**src/rtl/camera_trigger_generator.sv**
```systemverilog
// Turns a one-cycle frame strobe into a delayed, width-programmable camera
// exposure trigger and publishes the frame id of each trigger over valid/ready.
module camera_trigger_generator #(
  parameter int CNT_W = 24,
  parameter int ID_W  = 32
) (
  input  logic             clk,
  input  logic             rst_n,
  input  logic             trigger_in,
  input  logic             enable,
  input  logic [CNT_W-1:0] delay_cycles,
  input  logic [CNT_W-1:0] pulse_cycles,
  output logic             cam_trigger,
  output logic             busy,
  output logic             frame_valid,
  input  logic             frame_ready,
  output logic [ID_W-1:0]  frame_id,
  output logic             overrun,
  output logic [15:0]      overrun_count,
  output logic             event_lost,
  output logic [1:0]       dbg_state_o
);

  // Handshake: an event transfers on any clk edge where frame_valid && frame_ready;
  // frame_valid is held with a stable frame_id until then, except that a newer
  // trigger replaces an unaccepted event and flags event_lost.

  typedef enum logic [1:0] {
    S_IDLE  = 2'd0,
    S_DELAY = 2'd1,
    S_PULSE = 2'd2
  } state_t;

  localparam logic [CNT_W-1:0] CNT_ONE = {{(CNT_W-1){1'b0}}, 1'b1};

  state_t           state_q, state_d;
  logic [CNT_W-1:0] cnt_q, cnt_d;
  logic [CNT_W-1:0] width_q, width_d;
  logic             cam_q, cam_d;
  logic             rise;
  logic [CNT_W-1:0] pulse_eff;

  logic [ID_W-1:0]  id_cnt_q, id_cnt_d;
  logic [ID_W-1:0]  frame_id_q, frame_id_d;
  logic             valid_q, valid_d;
  logic             lost_q, lost_d;
  logic             ov_q, ov_d;
  logic [15:0]      ov_cnt_q, ov_cnt_d;
  logic             drop_busy;

  assign pulse_eff = (pulse_cycles == '0) ? CNT_ONE : pulse_cycles;

  // The counter holds "cycles remaining minus one" so terminal count is zero.
  always_comb begin
    state_d = state_q;
    cnt_d   = cnt_q;
    width_d = width_q;
    cam_d   = cam_q;
    rise    = 1'b0;
    case (state_q)
      S_IDLE: begin
        if (trigger_in && enable) begin
          width_d = pulse_eff;
          if (delay_cycles == '0) begin
            state_d = S_PULSE;
            cnt_d   = pulse_eff - CNT_ONE;
            cam_d   = 1'b1;
            rise    = 1'b1;
          end else begin
            state_d = S_DELAY;
            cnt_d   = delay_cycles - CNT_ONE;
          end
        end
      end
      S_DELAY: begin
        if (cnt_q == '0) begin
          state_d = S_PULSE;
          cnt_d   = width_q - CNT_ONE;
          cam_d   = 1'b1;
          rise    = 1'b1;
        end else begin
          cnt_d = cnt_q - CNT_ONE;
        end
      end
      S_PULSE: begin
        if (cnt_q == '0) begin
          state_d = S_IDLE;
          cam_d   = 1'b0;
        end else begin
          cnt_d = cnt_q - CNT_ONE;
        end
      end
      default: begin
        state_d = S_IDLE;
        cam_d   = 1'b0;
      end
    endcase
  end

  // Only triggers arriving while a trigger is in flight count as overruns;
  // a disabled idle block drops triggers silently.
  assign drop_busy = trigger_in && (state_q != S_IDLE);

  always_comb begin
    id_cnt_d   = id_cnt_q;
    frame_id_d = frame_id_q;
    valid_d    = valid_q;
    lost_d     = 1'b0;
    ov_d       = drop_busy;
    ov_cnt_d   = ov_cnt_q;
    if (rise) begin
      id_cnt_d   = id_cnt_q + 1'b1;
      frame_id_d = id_cnt_q;
      valid_d    = 1'b1;
      lost_d     = valid_q && !frame_ready;
    end else if (valid_q && frame_ready) begin
      valid_d = 1'b0;
    end
    if (drop_busy && (ov_cnt_q != 16'hFFFF)) begin
      ov_cnt_d = ov_cnt_q + 16'd1;
    end
  end

  always_ff @(posedge clk or negedge rst_n) begin
    if (!rst_n) begin
      state_q    <= S_IDLE;
      cnt_q      <= '0;
      width_q    <= '0;
      cam_q      <= 1'b0;
      id_cnt_q   <= '0;
      frame_id_q <= '0;
      valid_q    <= 1'b0;
      lost_q     <= 1'b0;
      ov_q       <= 1'b0;
      ov_cnt_q   <= '0;
    end else begin
      state_q    <= state_d;
      cnt_q      <= cnt_d;
      width_q    <= width_d;
      cam_q      <= cam_d;
      id_cnt_q   <= id_cnt_d;
      frame_id_q <= frame_id_d;
      valid_q    <= valid_d;
      lost_q     <= lost_d;
      ov_q       <= ov_d;
      ov_cnt_q   <= ov_cnt_d;
    end
  end

  assign cam_trigger   = cam_q;
  assign busy          = (state_q != S_IDLE);
  assign frame_valid   = valid_q;
  assign frame_id      = frame_id_q;
  assign overrun       = ov_q;
  assign overrun_count = ov_cnt_q;
  assign event_lost    = lost_q;
  assign dbg_state_o   = state_q;

endmodule

```
**config.mk**
```make
export PLATFORM = sky130hd
export DESIGN_NAME = camera_trigger_generator
export DESIGN_NICKNAME = d
export VERILOG_FILES = /design/src/rtl/camera_trigger_generator.sv
export SDC_FILE = /design/constraint.sdc
export NUM_CORES = 1
export LEC_CHECK = 0
export ABC_AREA = 1
export CAP_MARGIN = 10
export CORE_MARGIN = 3
export CORE_UTILIZATION = 60
export DETAILED_ROUTE_END_ITERATION = 7
export HOLD_SLACK_MARGIN = 0.02
export PLACE_DENSITY = 0.92
export SLEW_MARGIN = 15
export SYNTH_ARGS = -nofsm -noshare
export SYNTH_HDL_FRONTEND = slang
export SYNTH_SLANG_ARGS = --single-unit
export TNS_END_PERCENT = 5
```
**constraint.sdc**
```tcl
create_clock -name clk -period 4.9 [get_ports clk]
set_input_delay 0.98 -clock clk [delete_from_list [all_inputs] [get_ports clk]]
set_output_delay 0.98 -clock clk [all_outputs]
set_load 0.02 [all_outputs]
```
# Yosys cells after proc, flatten, opt, wreduce, memory -nomap -nowiden
# Index checks and enable logic that the tools add are counted.
dict set report op_classes {
  reduce_logical 17
  div 0
  n_addsub 6
  eq_ne 8
  n_bitwise 0
  magnitude_cmp 0
  n_mux 23
  n_shift 0
  n_mul 0
}
# op n
set ops {}
lappend ops {{2-to-1 mux 24 bit} 5}
lappend ops {{subtractor 24 x 1 -> 24 bit, second input constant} 4}
lappend ops {{zero test 24 bit} 3}
lappend ops {{case mux 24 bit (3 select lines)} 1}
lappend ops {{adder 32 x 1 -> 32 bit, second input constant} 1}
lappend ops {{adder 16 x 1 -> 16 bit, second input constant} 1}
lappend ops {{inequality test 16 bit, second input constant} 1}
lappend ops {{2-to-1 mux 1 bit} 10}
lappend ops {{inequality test 2 bit, second input constant} 5}
lappend ops {{2-to-1 mux 2 bit} 4}
lappend ops {{case mux 2 bit (3 select lines)} 1}
lappend ops {{AND reduction 3 bit} 2}
lappend ops {{logical AND 1 bit} 5}
lappend ops {{AND reduction 4 bit} 1}
lappend ops {{nonzero test 2 bit} 2}
lappend ops {{case mux 1 bit (3 select lines)} 1}
lappend ops {{nonzero test 3 bit} 1}
lappend ops {{== test 2 x 1 -> 1 bit, second input constant} 1}
lappend ops {{== test 2 bit, second input constant} 1}
lappend ops {{zero test 2 bit} 1}
lappend ops {{case mux 1 bit (2 select lines)} 1}
lappend ops {{AND reduction 2 bit} 1}
lappend ops {{zero test 1 bit} 1}
dict set report totals {
  rom_bits 0
  latch_bits 0
  n_memories 0
  ff_bits 134
  mem_bits_rw 0
  elab_cells 64
}

# Longest topological paths before layout
dict set report logic_depth {
  word_depth 6
  ltp_mapped 19
  mapped_depth_nobuf 18
}

# Worst setup path before layout
# No wires, ideal clock.
dict set report synth_path {
  path_type {input to register}
  from {input port delay_cycles[1]}
  to {register cnt_q[10]}
  cell_stages 17
  slack_ns 2.183
  arrival_time_ns 2.633
  setup_time_ns 0.084
  required_time_ns 4.816
  n_path_buf 1
  cell_sequence {nor2_1 > nand2_1 > nor2_4 > nand3_2 > buf_6 > inv_2 > nand2_1 > nand2_1 > inv_1 > ha_1 > inv_1 > nor2_1 > nand3_1 > nor2_1 > nor2_1 > o21ai_0 > a21boi_0}
}
dict set report synth_via {
  elab_chain_len 4
  word_cells_on_any_way 5
  cone_classes {add/sub (1); mux (3); reduce/logical (1)}
}
# item line
set synth_lines {}
lappend synth_lines {{start, declared} 11} ;# input logic [CNT_W-1:0] delay_cycles,
lappend synth_lines {{subtractor 24 x 1 -> 24 bit or zero test 24 bit (tied branches)} {71, 64}}
lappend synth_lines {{2-to-1 mux 24 bit *} 64} ;# if (delay_cycles == '0) begin
lappend synth_lines {{2-to-1 mux 24 bit *} 62} ;# if (trigger_in && enable) begin
lappend synth_lines {{case mux 24 bit (3 select lines) *} 60} ;# case (state_q)
lappend synth_lines {{end signal, assigned} 138} ;# cnt_q <= cnt_d;
lappend synth_lines {{end, declared} 37} ;# logic [CNT_W-1:0] cnt_q, cnt_d;
# Every way passes the cells marked *; elsewhere a longest branch is shown, timed or not. The select of a mux whose other input is x is not followed.
# A chain may end at the register's enable or synchronous reset.

# Worst setup path after layout
dict set report layout_path {
  from {input port delay_cycles[1]}
  to {register cnt_q[8]}
}
# The elaborated chain is that of the path after synthesis.

==> results.json <==
{
  "design.final.nets": 1446,
  "power_report.internal_total_mw": 2.84,
  "setup_repair_after_global_routing_missed_its_margin": "no",
  "layout_cells_sized_above_1_pct": 5.37,
  "yosysTopAreaCellShare_pct": 37.6,
  "cts_repair_resize_count": 0,
  "setup.worst_path.start": "delay_cycles[1]",
  "fp.dieW_um": 128,
  "synth-edff-count": 0,
  "num_io_pins": 108,
  "layout.core_utilization_pct": 75.0,
  "die_area_mm2": 0.0164,
  "ys_warn_count": 0,
  "critical_path_arrival_ps": 3970,
  "ys_top_cells_by_count": "280 x sky130_fd_sc_hd__nand2_1, 190 x sky130_fd_sc_hd__nor2_1, 170 x sky130_fd_sc_hd__inv_1",
  "synthesis.area_per_instance_um2": 6.94,
  "clock_power_share_pct": 25.8,
  "timing.critical_path.to_type": "flip-flop",
  "initial_utilization_pct": 62.8,
  "count_leader_synth": "sky130_fd_sc_hd__nand2_1",
  "dominantRegCellSynth": "sky130_fd_sc_hd__dfrtp_1",
  "final_design_area_no_fill_mm2": 0.0107,
  "antenna_found_initial": 0,
  "setup-violations-final": 0,
  "clk-insertion-delay-late_ps": 430,
  "timing_worst_slew_pin_value_ps": 962,
  "power.static_leakage_nw": 4.88,
  "post-place-cells": 1545,
  "maxCapViolCount": 0,
  "final_period_util_pct": 73.9,
  "detail_route.drc_violations": 0,
  "detailedRoute.firstIterationViolations": 966,
  "grt_first_pass_wirelength_um": 44300,
  "track_usage_pct": 34.4,
  "maxSlewViolCount": 0,
  "cp_data_required_time_ps": 5250,
  "fin_total_pwr_mw": 5.01,
  "cts_htree_levels": 4,
  "max-vdd-ir-drop_uv": 296,
  "switching_share_pct": 43.3,
  "startpoint_type": "input port",
  "worst_clock_skew_ps": 10.8,
  "cts_clock_pin_slew_for_the_worst_setup_and_hold_paths_ps": 60,
  "postCtsSetupRepairBufs": 0,
  "synth_cell_type_count": 44,
  "min_from": "overrun_count[9]",
  "holdCritPathClass": "reg2reg",
  "grt_start_max_net_pins": 76,
  "fp-row-count": 43,
  "timing.final.hold_violations": 0,
  "io_buffer_count": 107,
  "clock_tree.root_cell": "sky130_fd_sc_hd__clkbuf_16",
  "via_count": 9233,
  "post-dp-hpwl_um": 21100,
  "antenna-diode-count": 0,
  "placement.cell_area_mm2": 0.0101,
  "final.setup.tns_ps": 0,
  "grt_remaining_overflow": 0,
  "period_minus_slack_ps": 3620,
  "height_of_the_chip_um": 128,
  "synthToLayoutAreaGrowth_pct": 19.5,
  "grt_pass1_vias": 8527,
  "routed_wire_length_per_instance_um": 17.5,
  "max-slew-margin-rel_pct": 35.9,
  "async_reset_ff_share_pct": 100,
  "p_switching_mw": 2.17,
  "seq_power_share_pct": 32.4,
  "postCtsHoldBufs": 0,
  "max_freq_ghz": 0.276,
  "tritoncts_num_sinks": 134,
  "p_per_area_mw_per_mm2": 470,
  "vias_per_cell": 5.85,
  "yosys-top-cells-area": "sky130_fd_sc_hd__dfrtp_1 38%, sky130_fd_sc_hd__nand2_1 12%, sky130_fd_sc_hd__nor2_1 8.0%",
  "drt_pass1_iterations": 8,
  "floorplan.core_area_mm2": 0.0142,
  "worst-setup-path-type": "in2reg",
  "routed_wl_um": 27600,
  "synth_sequential_area_ratio_pct": 37.6,
  "final_cell_count_no_fill": 1577,
  "clk_path_buf_depth": 2,
  "status": "completed",
  "synth.cell_area_mm2": 0.00892,
  "net_count_of_the_mapped_netlist": 1346,
  "yosys.area.top_type": "sky130_fd_sc_hd__dfrtp_1",
  "number_of_antenna_violating_nets_in_the_routed_design": 0,
  "cts_inserted_buffers": 17,
  "synth-seq-cells": 134,
  "cts_tree": "yes",
  "combinationalPowerShare_pct": 41.8,
  "crit_fanout": 27,
  "synthesis.instances": 1284,
  "r2r_start": "dbg_state_o[0]",
  "gp_congestion": 1.03
}
==> worst max-delay path, stage by stage <==
cell	delay, ps
sky130_fd_sc_hd__clkdlybuf4s50_1	450
sky130_fd_sc_hd__nor2_1	120
sky130_fd_sc_hd__nand2_1	110
sky130_fd_sc_hd__nor2_4	510
sky130_fd_sc_hd__nand3_2	340
sky130_fd_sc_hd__inv_2	160
sky130_fd_sc_hd__nand2_1	100
sky130_fd_sc_hd__nand2_1	110
sky130_fd_sc_hd__inv_1	70
sky130_fd_sc_hd__ha_1	210
sky130_fd_sc_hd__nand2_1	100
sky130_fd_sc_hd__nor2_1	60
sky130_fd_sc_hd__nand2_1	170
sky130_fd_sc_hd__xor2_1	250
sky130_fd_sc_hd__o21ai_0	120
sky130_fd_sc_hd__o21ai_0	110
==> cells in the final DEF (no fill, tap or decap), types with 4 or more instances in the layout <==
cell type	synthesis	final
sky130_fd_sc_hd__a21boi_1	5	5
sky130_fd_sc_hd__inv_1	170	170
sky130_fd_sc_hd__a21oi_1	67	67
sky130_fd_sc_hd__nand4_1	54	54
sky130_fd_sc_hd__clkdlybuf4s50_1	0	106
sky130_fd_sc_hd__o21ai_1	18	18
sky130_fd_sc_hd__nor3_1	34	34
sky130_fd_sc_hd__clkbuf_16	0	17
sky130_fd_sc_hd__nor2_2	12	13
sky130_fd_sc_hd__nand2_1	280	280
sky130_fd_sc_hd__inv_2	5	5
sky130_fd_sc_hd__dfrtp_1	134	134
sky130_fd_sc_hd__nand3_1	75	75
sky130_fd_sc_hd__xor2_1	61	61
sky130_fd_sc_hd__xnor2_1	6	6
sky130_fd_sc_hd__nand2_2	6	6
sky130_fd_sc_hd__or2_2	4	4
sky130_fd_sc_hd__inv_6	0	4
sky130_fd_sc_hd__nor4_1	14	14
sky130_fd_sc_hd__nor2_1	190	189
sky130_fd_sc_hd__ha_1	9	9
sky130_fd_sc_hd__o21ai_0	72	72
sky130_fd_sc_hd__buf_4	4	8
==> stage by stage <==
stage                     setup slack (ps)  hold slack [ps]
after floorplan                       2180              470
after global placement                1030              477
after detailed placement               961              489
after CTS                             1360              503
after global routing                   999              513
final                                 1280              503
==> logic make-up (layout without fill, tap and decap cells) <==
group,count (synthesis),after routing,share of synthesized area [%]
flip-flops,134,134,37.6
AO/OA/AOI/OAI,185,185,11.4
buffers and inverters,211,324,9.79
XOR/XNOR,67,67,6.58
AND/OR/NAND/NOR,677,677,33.2
multiplexers,1,1,0.126
adder cells (fa/ha/maj),9,9,1.26
==> routing by layer <==
| metal | part of all wire (%) | global-route usage [%] | vias to the layer above |
|---|---|---|---|
| met2 | 44 | 52.2 | 536 |
| met4 | 3.0 | 11.8 | 0 |
| li1 | - | - | 4370 |
| met1 | 43 | 49.5 | 4263 |
| met3 | 10 | 6.92 | 64 |
| met5 | 0 | 0 | - |
==> state kept, by name (all words and copies together), names as in the netlist <==
name	count
event_lost	1
frame_id	32
cam_trigger	1
overrun_count	16
width_q	24
overrun	1
frame_valid	1
cnt_q	24
id_cnt_q	32
dbg_state_o	2
==> cell type report <==
| class | count | area [µm²] |
|---|---|---|
| Tap cell | 180 | 225 |
| Clock buffer | 18 | 429 |
| Sequential cell | 134 | 3350 |
| Clock inverter | 14 | 164 |
| Multi-Input combinational cell | 939 | 4690 |
| Inverter | 178 | 668 |
| Timing Repair Buffer | 114 | 1120 |
| Fill cell | 1135 | 3550 |
==> power by group through the flow <==
stage,clock network [mW],logic (mW),registers (mW)
after floorplan,0,1.40,1.61
after detailed placement,0,2.02,1.62
after CTS,1.30,2.04,1.61
after global placement,0,1.98,1.62
after global routing,1.35,2.33,1.65
final,1.29,2.09,1.62
==> final timing paths <==
| check | endpoint | slack [ps] | cells past startpoint |
|---|---|---|---|
| worst max-delay path | cnt_q[8] | 1280 | 16 |
| worst min-delay path | overrun_count[9] | 500 | 1 |
| worst max register to register | id_cnt_q[12] | 2100 | 12 |
| worst min register to register | overrun_count[9] | 500 | 1 |
| max in group asynchronous | id_cnt_q[25] | 3200 | 2 |
| min in group asynchronous | overrun_count[3] | 710 | 1 |
Note: power is estimated with default switching activity, not from simulation.
==> variant: new RTL, same flow settings <==
Set the parameter `ID_W` to 24 (it was 32).
--- a/src/rtl/camera_trigger_generator.sv
+++ b/src/rtl/camera_trigger_generator.sv
@@ -2,7 +2,7 @@
 // exposure trigger and publishes the frame id of each trigger over valid/ready.
 module camera_trigger_generator #(
   parameter int CNT_W = 24,
-  parameter int ID_W  = 32
+  parameter int ID_W  = 24
 ) (
   input  logic             clk,
   input  logic             rst_n,
Interface: changed (resized frame_id); port bits go from 108 to 100. No check against the original RTL was run, so the function may have changed too.
==> variant against the unedited design <==
- clock skew is 0.0018 ns lower
- setup slack better by 0.14 ns
- area after synthesis shrank 11%
- critical path type unchanged
- first-iteration DRC count is 4.0% lower
- via count is 13% lower
- synthesized cell count fell by 12%
- wire length down 17%
- cell area is 9.8% lower
- power down 3.3%
- critical path depth is 7 lower
- sequential cell count down 16
- register-to-register slack got worse by 0.07 ns
- die area decreased by 11%
==> variant: results (changes against the unedited design) <==
mux cell area share after synthesis=0% (was 0.126%); share of layout cells above drive strength 1=6.35% (was 5.37%); Worst Path Max Fanout=48 (was 27); Post-Synth XOR/XNOR Area=7.63% (was 6.58%); syn nets=1185 (was 1346); via count=8074 (was 9233); Detailed Place HPWL=16000 um (was 21100 um); CTS resizes=0 (unchanged); worst IR drop on VDD=0.000379 V (was 0.000296 V); WP data arrival=3.76 ns (was 3.97 ns); Cells after DPL=1369 (was 1545); Least-Margin Pin Slew=0.861 ns (was 0.962 ns); pre-CTS WS=1.08 ns (was 0.961 ns); initial DRC count=927 (was 966); drt pass-1 iters=5 (was 8); Synth top cells by count=nand2_1 (298), nor2_1 (144), inv_1 (136) (was nand2_1 (280), nor2_1 (190), inv_1 (170)); Leakage=4.53 nW (was 4.88 nW); final max-slew violation count=0 (unchanged); clk_skew=0.00898 ns (was 0.0108 ns); port buffer count=99 (was 107); Avg Cell Area, Syn=7.04 um2 (was 6.94 um2); Final Net Count=1277 (was 1446); area delta synth->final=21.3% (was 19.5%); synthesized-area fraction occupied by adder cells=1.26% (about the same); post-synthesis cell type count=47 (was 44); vias in the first global route=7669 (was 8527); total global routing track utilization=32.4% (was 34.4%); net load switching power=2.09 mW (was 2.17 mW); DIE AREA=14600 um2 (was 16400 um2); largest net degree at the start of global routing=57 (was 76); status=complete, no violations (unchanged); drt total wl=22800 um (was 27600 um); Placed Area=8990 um2 (was 10100 um2); register area share after synthesis=37.3% (was 37.6%); routed len/inst=16.3 um (was 17.5 um); max incr delay on CP=0.64 ns (was 0.51 ns); Synth Area in Compound Gates=11.0% (was 11.4%); Critical-path top delay cell=o21ai_2 (was nor2_4); GPL Wtd Cong=0.959 (was 1.03); synth top area cells=dfrtp_1 (37%), nand2_1 (14%), nor2_1 (6.8%) (was dfrtp_1 (38%), nand2_1 (12%), nor2_1 (8.0%))
variant: cell type report:
type / count / area (um2)
timing repair buffer: 104 / 1030
sequential: 118 / 2950
tap: 172 / 215
inverter: 141 / 529
fill: 890 / 3170
clock inverter: 14 / 176
multi-input combinational: 834 / 4270
clock buffer: 18 / 439
variant: path summary, 6_finish.rpt:
kind,start,end,slack [ns],cells past startpoint
min in group asynchronous,rst_n,frame_id[18],0.50,1
worst min-delay path,cnt_q[23],cnt_q[23],0.49,2
max in group asynchronous,rst_n,width_q[13],3.36,2
worst min register to register,cnt_q[23],cnt_q[23],0.49,2
worst max register to register,cnt_q[0],frame_id[10],2.03,11
worst max-delay path,delay_cycles[9],frame_id[10],1.42,9
variant: cell families after synthesis:
logic type               count (synthesis)
AND/OR/NAND/NOR                        600
buffers and inverters                  172
flip-flops                             118
adder cells (fa/ha/maj)                  8
XOR/XNOR                                69
AO/OA/AOI/OAI                          157
variant: power groups by stage:
| stage | sequential (mW) | clock, mW | combinational [mW] |
|---|---|---|---|
| 2_1_floorplan | 1.48 | 0 | 1.39 |
| 3_3_place_gp | 1.51 | 0 | 1.88 |
| 6_report | 1.52 | 1.31 | 2.01 |
| 4_1_cts | 1.51 | 1.31 | 1.96 |
| 5_1_grt | 1.55 | 1.35 | 2.24 |
| 3_5_place_dp | 1.52 | 0 | 1.92 |
variant: worst min-delay path: stages (launching register included):
cell and delay [ns]:
dfrtp_1 0.34, nand2_1 0.06, nand2_1 0.06
variant: metal layers:
metal / track usage (%) / wire length (um) / share of wire, % / vias to the layer above
li1: - / - / - / 3800
met1: 46.1 / 9700 / 43 / 3746
met2: 47.6 / 10000 / 44 / 479
met3: 7.46 / 2430 / 11 / 49
met4: 13.7 / 621 / 2.7 / 0
met5: 0 / 0 / 0 / -
